===== src/rtl/fft_frame_ctrl.sv =====
// fft_frame_ctrl: frame sequencer in front of the 512-point FFT pipeline.
//
// It accepts 16-lane I/Q beats on a valid/ready stream and cuts them into frames of
// NPT/LANES beats that occupy consecutive cycles. It drives the core's valid and data
// through one register stage. Frames in flight are limited by a credit count that the
// core's do_en pulse returns. Protocol errors raise sticky flags.
//
// Optional feature: define FFT_CTRL_TIMEOUT_EN to add the watchdog. While frames are
// outstanding it counts cycles, and after TO_CYC cycles without do_en it recovers all
// credits and sets err_timeout. Without the macro, o_err_timeout is tied to 0.
//
// Ports:
//   i_clk, i_rstn        clock, asynchronous active-low reset
//   i_s_valid/o_s_ready  upstream beat handshake; i_s_last marks the frame's last beat
//   i_s_i, i_s_q         upstream samples, LANES x DW packed, lane 0 in the LSBs
//   o_fft_valid          valid to the FFT core
//   o_fft_din_i/q        data to the FFT core
//   i_fft_do_en          core frame-complete pulse (returns one credit)
//   o_frame_done         registered copy of i_fft_do_en
//   o_inflight           frames issued but not yet returned
//   o_busy               a frame is loading or frames are outstanding
//   i_err_clr            clears all sticky error flags (wins over a same-cycle set)
//   o_err_*              sticky flags: underrun, s_last misplacement, spurious do_en, timeout
module fft_frame_ctrl #(
  parameter int unsigned NPT          = 512,
  parameter int unsigned LANES        = 16,
  parameter int unsigned DW           = 9,
  parameter int unsigned MAX_INFLIGHT = 2,
  parameter int unsigned TO_CYC       = 4096
) (
  input  logic                  i_clk,
  input  logic                  i_rstn,
  input  logic                  i_s_valid,
  output logic                  o_s_ready,
  input  logic                  i_s_last,
  input  logic [LANES*DW-1:0]   i_s_i,
  input  logic [LANES*DW-1:0]   i_s_q,
  output logic                  o_fft_valid,
  output logic [LANES*DW-1:0]   o_fft_din_i,
  output logic [LANES*DW-1:0]   o_fft_din_q,
  input  logic                  i_fft_do_en,
  output logic                  o_frame_done,
  output logic [2:0]            o_inflight,
  output logic                  o_busy,
  input  logic                  i_err_clr,
  output logic                  o_err_underrun,
  output logic                  o_err_last,
  output logic                  o_err_spurious,
  output logic                  o_err_timeout
);

  localparam int unsigned BEATS = NPT / LANES;
  localparam int unsigned BW    = $clog2(BEATS);
  localparam logic [BW-1:0] LAST_BEAT = BW'(BEATS - 1);
  localparam logic [2:0]    MAX_INFL  = 3'(MAX_INFLIGHT);

  typedef enum logic [0:0] {StIdle, StLoad} state_e;

  state_e                r_state, w_state_d;
  logic [BW-1:0]         r_beat_cnt, w_beat_cnt_d;
  logic [2:0]            r_inflight, w_inflight_d;
  logic                  r_s_ready, w_s_ready_d;
  logic                  r_fft_valid;
  logic [LANES*DW-1:0]   r_din_i, r_din_q;
  logic                  r_frame_done;
  logic                  r_err_underrun, r_err_last, r_err_spurious;

  logic                  w_start, w_beat;
  logic [BW-1:0]         w_beat_idx;
  logic                  w_ret, w_spurious, w_timeout;
  logic                  w_set_underrun, w_set_last;

  // Frame sequencing. Once beat 0 is accepted, the frame runs for exactly BEATS cycles
  // and does not wait for s_valid.
  always_comb begin
    w_state_d    = r_state;
    w_beat_cnt_d = r_beat_cnt;
    w_start      = 1'b0;
    w_beat       = 1'b0;
    w_beat_idx   = '0;
    unique case (r_state)
      StIdle: begin
        if (i_s_valid && r_s_ready) begin
          w_start      = 1'b1;
          w_beat       = 1'b1;
          w_state_d    = StLoad;
          w_beat_cnt_d = BW'(1);
        end
      end
      StLoad: begin
        w_beat     = 1'b1;
        w_beat_idx = r_beat_cnt;
        if (r_beat_cnt == LAST_BEAT) begin
          w_state_d    = StIdle;
          w_beat_cnt_d = '0;
        end else begin
          w_beat_cnt_d = r_beat_cnt + 1'b1;
        end
      end
      default: begin
        w_state_d    = StIdle;
        w_beat_cnt_d = '0;
      end
    endcase
  end

  // Credits. A do_en with nothing outstanding is flagged and does not return a credit.
  assign w_spurious = i_fft_do_en && (r_inflight == 3'd0);
  assign w_ret      = i_fft_do_en && (r_inflight != 3'd0);

`ifdef FFT_CTRL_TIMEOUT_EN
  localparam int unsigned WW = $clog2(TO_CYC + 1);
  localparam logic [WW-1:0] TO_LAST = WW'(TO_CYC - 1);

  logic [WW-1:0] r_wdog;
  logic          r_err_timeout;

  // A do_en in the same cycle restarts the count instead of firing.
  assign w_timeout = (r_inflight != 3'd0) && !i_fft_do_en && (r_wdog == TO_LAST);

  always_ff @(posedge i_clk or negedge i_rstn) begin
    if (!i_rstn) begin
      r_wdog        <= '0;
      r_err_timeout <= 1'b0;
    end else begin
      if (r_inflight == 3'd0 || i_fft_do_en || w_timeout) begin
        r_wdog <= '0;
      end else begin
        r_wdog <= r_wdog + 1'b1;
      end
      if (i_err_clr) begin
        r_err_timeout <= 1'b0;
      end else if (w_timeout) begin
        r_err_timeout <= 1'b1;
      end
    end
  end

  assign o_err_timeout = r_err_timeout;
`else
  assign w_timeout     = 1'b0;
  assign o_err_timeout = 1'b0;
`endif

  // A timeout drops every credit. A frame starting in the same cycle still claims one.
  always_comb begin
    w_inflight_d = w_timeout ? 3'd0 : (r_inflight - {2'b00, w_ret});
    w_inflight_d = w_inflight_d + {2'b00, w_start};
  end

  // s_ready is registered from the next state, so it reads 0 while in reset.
  assign w_s_ready_d = (w_state_d == StLoad) || (w_inflight_d < MAX_INFL);

  assign w_set_underrun = (r_state == StLoad) && !i_s_valid;
  assign w_set_last     = w_beat && i_s_valid && (i_s_last != (w_beat_idx == LAST_BEAT));

  always_ff @(posedge i_clk or negedge i_rstn) begin
    if (!i_rstn) begin
      r_state        <= StIdle;
      r_beat_cnt     <= '0;
      r_inflight     <= 3'd0;
      r_s_ready      <= 1'b0;
      r_fft_valid    <= 1'b0;
      r_din_i        <= '0;
      r_din_q        <= '0;
      r_frame_done   <= 1'b0;
      r_err_underrun <= 1'b0;
      r_err_last     <= 1'b0;
      r_err_spurious <= 1'b0;
    end else begin
      r_state      <= w_state_d;
      r_beat_cnt   <= w_beat_cnt_d;
      r_inflight   <= w_inflight_d;
      r_s_ready    <= w_s_ready_d;
      r_fft_valid  <= w_beat;
      r_frame_done <= i_fft_do_en;
      // A bubble beat is sent as zeros. Outside a frame the data holds.
      if (w_beat) begin
        r_din_i <= i_s_valid ? i_s_i : '0;
        r_din_q <= i_s_valid ? i_s_q : '0;
      end
      if (i_err_clr) begin
        r_err_underrun <= 1'b0;
        r_err_last     <= 1'b0;
        r_err_spurious <= 1'b0;
      end else begin
        r_err_underrun <= r_err_underrun | w_set_underrun;
        r_err_last     <= r_err_last | w_set_last;
        r_err_spurious <= r_err_spurious | w_spurious;
      end
    end
  end

  assign o_s_ready      = r_s_ready;
  assign o_fft_valid    = r_fft_valid;
  assign o_fft_din_i    = r_din_i;
  assign o_fft_din_q    = r_din_q;
  assign o_frame_done   = r_frame_done;
  assign o_inflight     = r_inflight;
  assign o_busy         = (r_state == StLoad) || (r_inflight != 3'd0);
  assign o_err_underrun = r_err_underrun;
  assign o_err_last     = r_err_last;
  assign o_err_spurious = r_err_spurious;

endmodule


===== config.mk =====
export PLATFORM = sky130hd
export DESIGN_NAME = fft_frame_ctrl
export DESIGN_NICKNAME = d
export VERILOG_FILES = /design/src/rtl/fft_frame_ctrl.sv
export SDC_FILE = /design/constraint.sdc
export NUM_CORES = 1
export LEC_CHECK = 0
export ABC_AREA = 1
export CAP_MARGIN = 30
export CORE_AREA = 2 2 232 234
export DETAILED_ROUTE_END_ITERATION = 16
export DIE_AREA = 0 0 234 236
export PLACE_DENSITY_LB_ADDON = 0.12
export SLEW_MARGIN = 25
export SYNTH_ARGS = -nofsm -noshare
export SYNTH_HDL_FRONTEND = slang
export SYNTH_SLANG_ARGS = --single-unit

===== constraint.sdc =====
create_clock -name i_clk -period 6.5 [get_ports i_clk]
set_clock_uncertainty 0.1 [all_clocks]
set_input_delay 0.975 -clock i_clk [delete_from_list [all_inputs] [get_ports i_clk]]
set_output_delay 0.975 -clock i_clk [all_outputs]
set_load 0.03 [all_outputs]

==> results of run 1 <==
[flip-flops by register name, indices dropped and copies added, names as in the netlist]
name,flops
o_err_spurious,1
o_fft_valid,1
o_fft_din_i,144
o_err_underrun,1
r_beat_cnt,5
o_fft_din_q,144
o_err_last,1
r_state,1
o_inflight,3
o_frame_done,1
o_s_ready,1
[Yosys cell counts, drive strengths merged]
library cell | count | area share (%)
nand3 | 291 | 12
clkbuf | 44 | 1.4
buf | 53 | 2.5
nor3 | 1 | 0.042
fa | 1 | 0.17
inv | 16 | 0.50
xnor2 | 2 | 0.15
nor2 | 6 | 0.19
o21ai | 3 | 0.13
or2 | 1 | 0.052
dfrtp | 303 | 63
o22ai | 2 | 0.10
o21bai | 1 | 0.063
a21oi | 4 | 0.17
xor2 | 1 | 0.073
conb | 1 | 0.031
nand2 | 595 | 19
ha | 4 | 0.42
[final timing paths]
path,to,depth (start not counted),from
hold / removal,o_fft_din_q[41]$_DFFE_PN0N_,1,i_rstn
setup / recovery,o_busy,3,r_state$_DFF_PN0_
max in group asynchronous,o_fft_din_i[64]$_DFFE_PN0N_,2,i_rstn
setup reg to reg,o_fft_din_q[21]$_DFFE_PN0N_,5,r_state$_DFF_PN0_
hold reg to reg,o_fft_din_q[31]$_DFFE_PN0N_,2,o_fft_din_q[31]$_DFFE_PN0N_
min in group i_clk,o_fft_din_q[31]$_DFFE_PN0N_,2,o_fft_din_q[31]$_DFFE_PN0N_
[routing by layer]
metal	up-vias	GRT usage (%)
met1	5263	20.8
met5	-	0.357
met4	6	5.04
met2	402	26.9
met3	69	7.04
li1	5342	-
[stage by stage]
step / utilization [%] / cell area (um^2) / std cells / total power, W / setup slack (ns)
after floorplan: - / 12000 / 1329 / 0.00356 / 3.84
after global placement: 34.8 / 18500 / 2529 / 0.00464 / 2.73
after detailed placement: 34.8 / 18500 / 2529 / 0.00464 / 2.67
after CTS: 37.1 / 19700 / 2594 / 0.00677 / 2.91
after global routing: 37.1 / 19700 / 2596 / 0.00702 / 2.87
final: 37.1 / 19700 / 2599 / 0.00664 / 3.05
[final cells by class]
class,count,area (um^2)
antenna,5,12.5
sequential,303,7580
timing repair buffer,601,6050
multi-input combinational,913,3900
fill,5359,33400
clock inverter,2,10.0
inverter,16,67.6
clock buffer,63,1200
tap,696,871
[logic make-up (layout without fill, tap and decap cells)]
group / after synthesis / after routing
simple gates: 894 / 894
flops: 303 / 303
buf+inv: 113 / 682
compound gates: 10 / 10
fa+ha+maj: 5 / 5
xor+xnor: 3 / 3
other cells: 1 / 6
[critical path, delay by kind of cell, from the launching register on]
family	cells	cell delay, ns
buffers and inverters	2	1.15
flip-flops	1	0.49
AND/OR/NAND/NOR	1	0.12
[power by group through the flow]
stage | registers (W) | logic (W) | clock network, W
2_1_floorplan | 0.00288 | 0.000680 | 0
3_3_place_gp | 0.00237 | 0.00227 | 0
3_5_place_dp | 0.00237 | 0.00226 | 0
4_1_cts | 0.00235 | 0.00227 | 0.00215
5_1_grt | 0.00239 | 0.00240 | 0.00223
6_report | 0.00235 | 0.00222 | 0.00207
==> run_results.csv, run 1 <==
group,metric,value,unit
sta,slew_headroom,32.9,%
yosys,avgSynthCellArea,9.02,um^2
power,clock_power_share,31.2,%
cts,cts_sinks,303,
floorplan,die_x,234,um
cts,cts_tree,"done",
power,seq_power_share,35.3,%
global_routing,grt_pass1_wl,71500,um
floorplan,dieArea,0.0552,mm^2
min_path,hold_path.class,"in2async",
sta,fin_crit_sh,53.1,%
floorplan,die_h,236,um
cts,h-tree-depth,2,
route,vias,11082,
global_routing,grt_usage,16.9,%
cts,clkLatencyLatePin,0.53,ns
sta,hold_viol,0,
run_status,status,"completed",
setup_path,r2r_slack,3.47,ns
cells_and_area,nets,2173,
power,sw_frac_of_total,36.6,%
route,wire_per_inst,18.4,um
floorplan,start_util,22.6,%
yosys,synth_compound_area_share,0.459,%
cells_and_area,synthToLayoutAreaGrowth,64.3,%
cts,cts_setup_buffers,0,
setup_path,crit_slowest_cell,"clkdlybuf4s50_1",
sta,setup_viol,0,
global_routing,antenna_found_initial,6,
floorplan,core,0.0531,mm^2
route,postRouteAntennaNets,0,
yosys,syn_nets,1628,
placed_design,gp_congestion,0.781,
setup_path,cp.arrival,2.38,ns
sta,fin_crit,3.45,ns
route,wl_met1,19300,um
power,p_leak,9.37,nW
route,highest_layer,"met5",
setup_path,cp-start-kind,"flop",
route,drtIter0Drc,599,
yosys,netlist-cell-type-count,21,
sta,tns,0,ns
cells_and_area,final_common_cell,"nand2_1",
floorplan,rows,85,
cells_and_area,drive_above_1_share,3.53,%
global_routing,grt_pass1_vias,11326,
global_routing,grt-ovfl-total,0,
yosys,synthCells,1329,
cts,numCtsBuffers,39,
yosys,synth_top_family_by_area,"simple AND/OR/NAND/NOR gates",
route,drt-total-wl,47800,um
power,internal-power,0.00421,W
setup_path,crit_path_end_kind,"output port",
sta,drv_slew,0,
setup_path,crit_chain,"inv_8, nand2_1, clkdlybuf4s50_1",
yosys,syn_area,0.0120,mm^2
floorplan,top_level_ports,593,
setup_path,crit_path_max_fanout,110,
route,post_drt_via_cell_ratio,4.26,
power,ir_worst_vdd,0.164,mV
flow_run,maxCapViolCount,0,
setup_path,crit_required,5.42,ns
setup_path,slowest_delay,0.68,ns
placed_design,dp_hpwl,32300,um
yosys,synth_seq_area_share,63.3,%
cts,clk_pin_slew,0.06,ns
cts,root_buffer,"clkbuf_16",
setup_path,crit_type,"reg2out",
route,wl_met3,5060,um
cts,clock_path_buffers,3,
sta,tightest_slew,1.01,ns
sta,whs,0.269,ns
cts,cts_hold_buf,0,
yosys,ys_ff_latch,303,
cells_and_area,final_cell_mix,"nand2_1, clkdlybuf4s50_1, dfrtp_1",
sta,fmax,0.290,GHz
yosys,synth_simple_gate_area_share,31.1,%
global_routing,grt_start_max_net_pins,186,
yosys,synthAdderAreaFrac,0.585,%
route,drc,0,
route,first_pass_iters,5,
yosys,yosysWarnings,0,
sta,rsz0062_at_grt,"false",
power,combPwrFrac,33.5,%
placed_design,portBuffers,591,
power,powerDensity,337,mW/mm^2
power,netSwitchingPower,0.00243,W
yosys,synth_xor_area_share,0.219,%
cts,cts_repair_resize_count,0,
route,wl_met2,22200,um
yosys,muxShareOfSynthArea,0,%
Note: power is estimated with default switching activity, not from simulation.
==> run 2: changes to the inputs <==
CORE_AREA = 2 2 231 233   (was 2 2 232 234)
DIE_AREA = 0 0 233 235   (was 0 0 234 236)
clock period = 2.95 ns   (was 6.5 ns; I/O delays follow)
==> run 2 against run 1 <==
Die area fell by 0.85%. Routed wire length down 0.17%. First-iteration DRC count decreased by 4.7%. Sequential share of layout area down 0.42 points. Global-route usage increased by 0.24 points. Worst setup slack got worse by 2.7 ns. Critical endpoint unchanged.
==> run_results.csv, run 2 (synthesis gave the netlist of run 1 again) <==
group,metric,value,unit
run_status,status,"completed",
sta,setup_viol,0,
cts,cts_tree,"done",
cells_and_area,num-fill-cells,5236,
floorplan,die_x,233,um
setup_path,cp.arrival,2.05,ns
setup_path,crit_slowest_cell,"clkdlybuf4s50_1",
placed_design,dp_hpwl,32300,um
global_routing,grt_start_max_net_pins,162,
global_routing,antenna_found_initial,6,
setup_path,path_buf_inv,1,
sta,fin_crit_sh,87.9,%
cts,clock_path_buffers,3,
power,ir_worst_vdd,0.536,mV
sta,tightest_slew,0.986,ns
floorplan,dieArea,0.0548,mm^2
sta,tns,0,ns
placed_design,gp_congestion,0.793,
cts,cts_sinks,303,
power,powerDensity,750,mW/mm^2
setup_path,cp-start-kind,"flop",
setup_path,path_delay_family,"buffers and inverters",
sta,fmax,0.386,GHz
global_routing,grt-ovfl-total,0,
placed_design,placed_area,0.0186,mm^2
route,post_drt_via_cell_ratio,4.29,
cells_and_area,final_cell_mix,"nand2_1, clkdlybuf4s50_1, dfrtp_1",
route,drtIter0Drc,571,
route,first_pass_iters,4,
sta,hold_viol,0,
cells_and_area,nets,2180,
power,p_leak,9.48,nW
floorplan,start_util,22.9,%
cts,clk_pin_slew,0.06,ns
cts,cts_setup_buffers,0,
route,highest_layer,"met5",
cells_and_area,drive_above_1_share,4.14,%
floorplan,die_h,235,um
cells_and_area,design_area,0.0199,mm^2
cts,h-tree-depth,2,
cells_and_area,synthToLayoutAreaGrowth,66.1,%
power,finalPower,0.0149,W
route,drc,0,
setup_path,slowest_delay,0.65,ns
placed_design,portBuffers,591,
floorplan,rows,84,
route,wl_met1,19100,um
route,drt-total-wl,47700,um
sta,drv_slew,0,
floorplan,top_level_ports,593,
cts,root_buffer,"clkbuf_16",
setup_path,crit_path_end_kind,"output port",
route,wl_met2,23000,um
sta,slew_headroom,34.3,%
global_routing,grt_usage,17.1,%
route,vias,11145,
floorplan,core,0.0522,mm^2
cts,clkLatencyLatePin,0.54,ns
flow_run,maxCapViolCount,0,
route,wl_met3,4630,um
setup_path,crit_required,2.41,ns
setup_path,crit_chain,"nor3_1, nand2_1, clkdlybuf4s50_1",
min_path,hold_path.class,"in2reg",
cts,numCtsBuffers,39,
sta,whs,0.333,ns
route,wire_per_inst,18.4,um
sta,fin_crit,2.59,ns
global_routing,grt_pass1_vias,11535,
setup_path,crit_type,"reg2out",
sta,rsz0062_at_grt,"false",
cells_and_area,final_common_cell,"nand2_1",
setup_path,crit_path_max_fanout,4,
global_routing,grt_pass1_wl,72500,um
route,postRouteAntennaNets,0,
==> run 2: cell types whose count changed in the layout (fill, tap and decap cells not counted), sizes merged <==
cell         previous run  this run
buf                    11        17
diode                   5         2
dlygate4sd3             0         1
clkbuf                 63        62
bufinv                  0         2
clkinv                  2         5
==> run 2: layout make-up <==
| type | count | area [um^2] | share of cell area [%] |
|---|---|---|---|
| Antenna cell | 2 | 5.00 | 0.0251 |
| Clock buffer | 62 | 1200 | 6.05 |
| Clock inverter | 7 | 85.1 | 0.427 |
| Inverter | 16 | 67.6 | 0.339 |
| Multi-Input combinational cell | 913 | 3900 | 19.6 |
| Sequential cell | 303 | 7580 | 38.1 |
| Tap cell | 688 | 861 | 4.32 |
| Timing Repair Buffer | 608 | 6200 | 31.2 |
==> run 2: through the flow <==
stage          instances  worst slack (ns)  utilization [%]
2_1_floorplan       1329             0.708                -
6_report            2599             0.358             38.1
5_1_grt             2597             0.247             38.1
3_3_place_gp        2527             0.312             35.6
4_1_cts             2597             0.277             38.1
3_5_place_dp        2527             0.315             35.6
==> run 2: timing repair <==
action	in CTS	in global routing
hold endpoints to repair	52	0
hold buffers	1	0
gates resized for setup	0	0
==> run 2: per-layer routing <==
metal	global-route usage [%]	up-vias
met1	20.6	5332
li1	-	5355
met4	5.11	6
met3	6.23	52
met5	0	-
met2	28.6	400
==> run 2: worst reg2reg max path: cells and delay by family, from the launching register on <==
kind	cells	cell delay [ns]
AO/OA/AOI/OAI	1	0.06
AND/OR/NAND/NOR	4	0.52
buffers and inverters	3	0.17
flip-flops	1	0.44
adder cells (fa/ha/maj)	3	0.82
==> run 2: worst paths after layout <==
path	from	cells past startpoint	slack [ns]	endpoint
worst max-delay path	o_inflight[1]$_DFF_PN0_	3	0.36	o_busy
worst min-delay path	i_s_i[4]	3	0.33	o_fft_din_i[4]$_DFFE_PN0N_
worst max register to register	o_inflight[1]$_DFF_PN0_	11	0.74	o_s_ready$_DFF_PN0_
worst min register to register	o_err_underrun$_DFF_PN0_	2	0.40	o_err_underrun$_DFF_PN0_
max in group asynchronous	i_rstn	3	1.58	o_fft_din_q[84]$_DFFE_PN0N_
min in group asynchronous	i_rstn	2	0.35	o_fft_din_q[25]$_DFFE_PN0N_
==> run 2: power by group <==
group | total (W) | switching [W] | internal [W] | leakage (nW)
sequential | 0.00517 | 0.000385 | 0.00478 | 3.89
clock | 0.00478 | 0.00182 | 0.00296 | 0.638
combinational | 0.00497 | 0.00317 | 0.00180 | 4.95
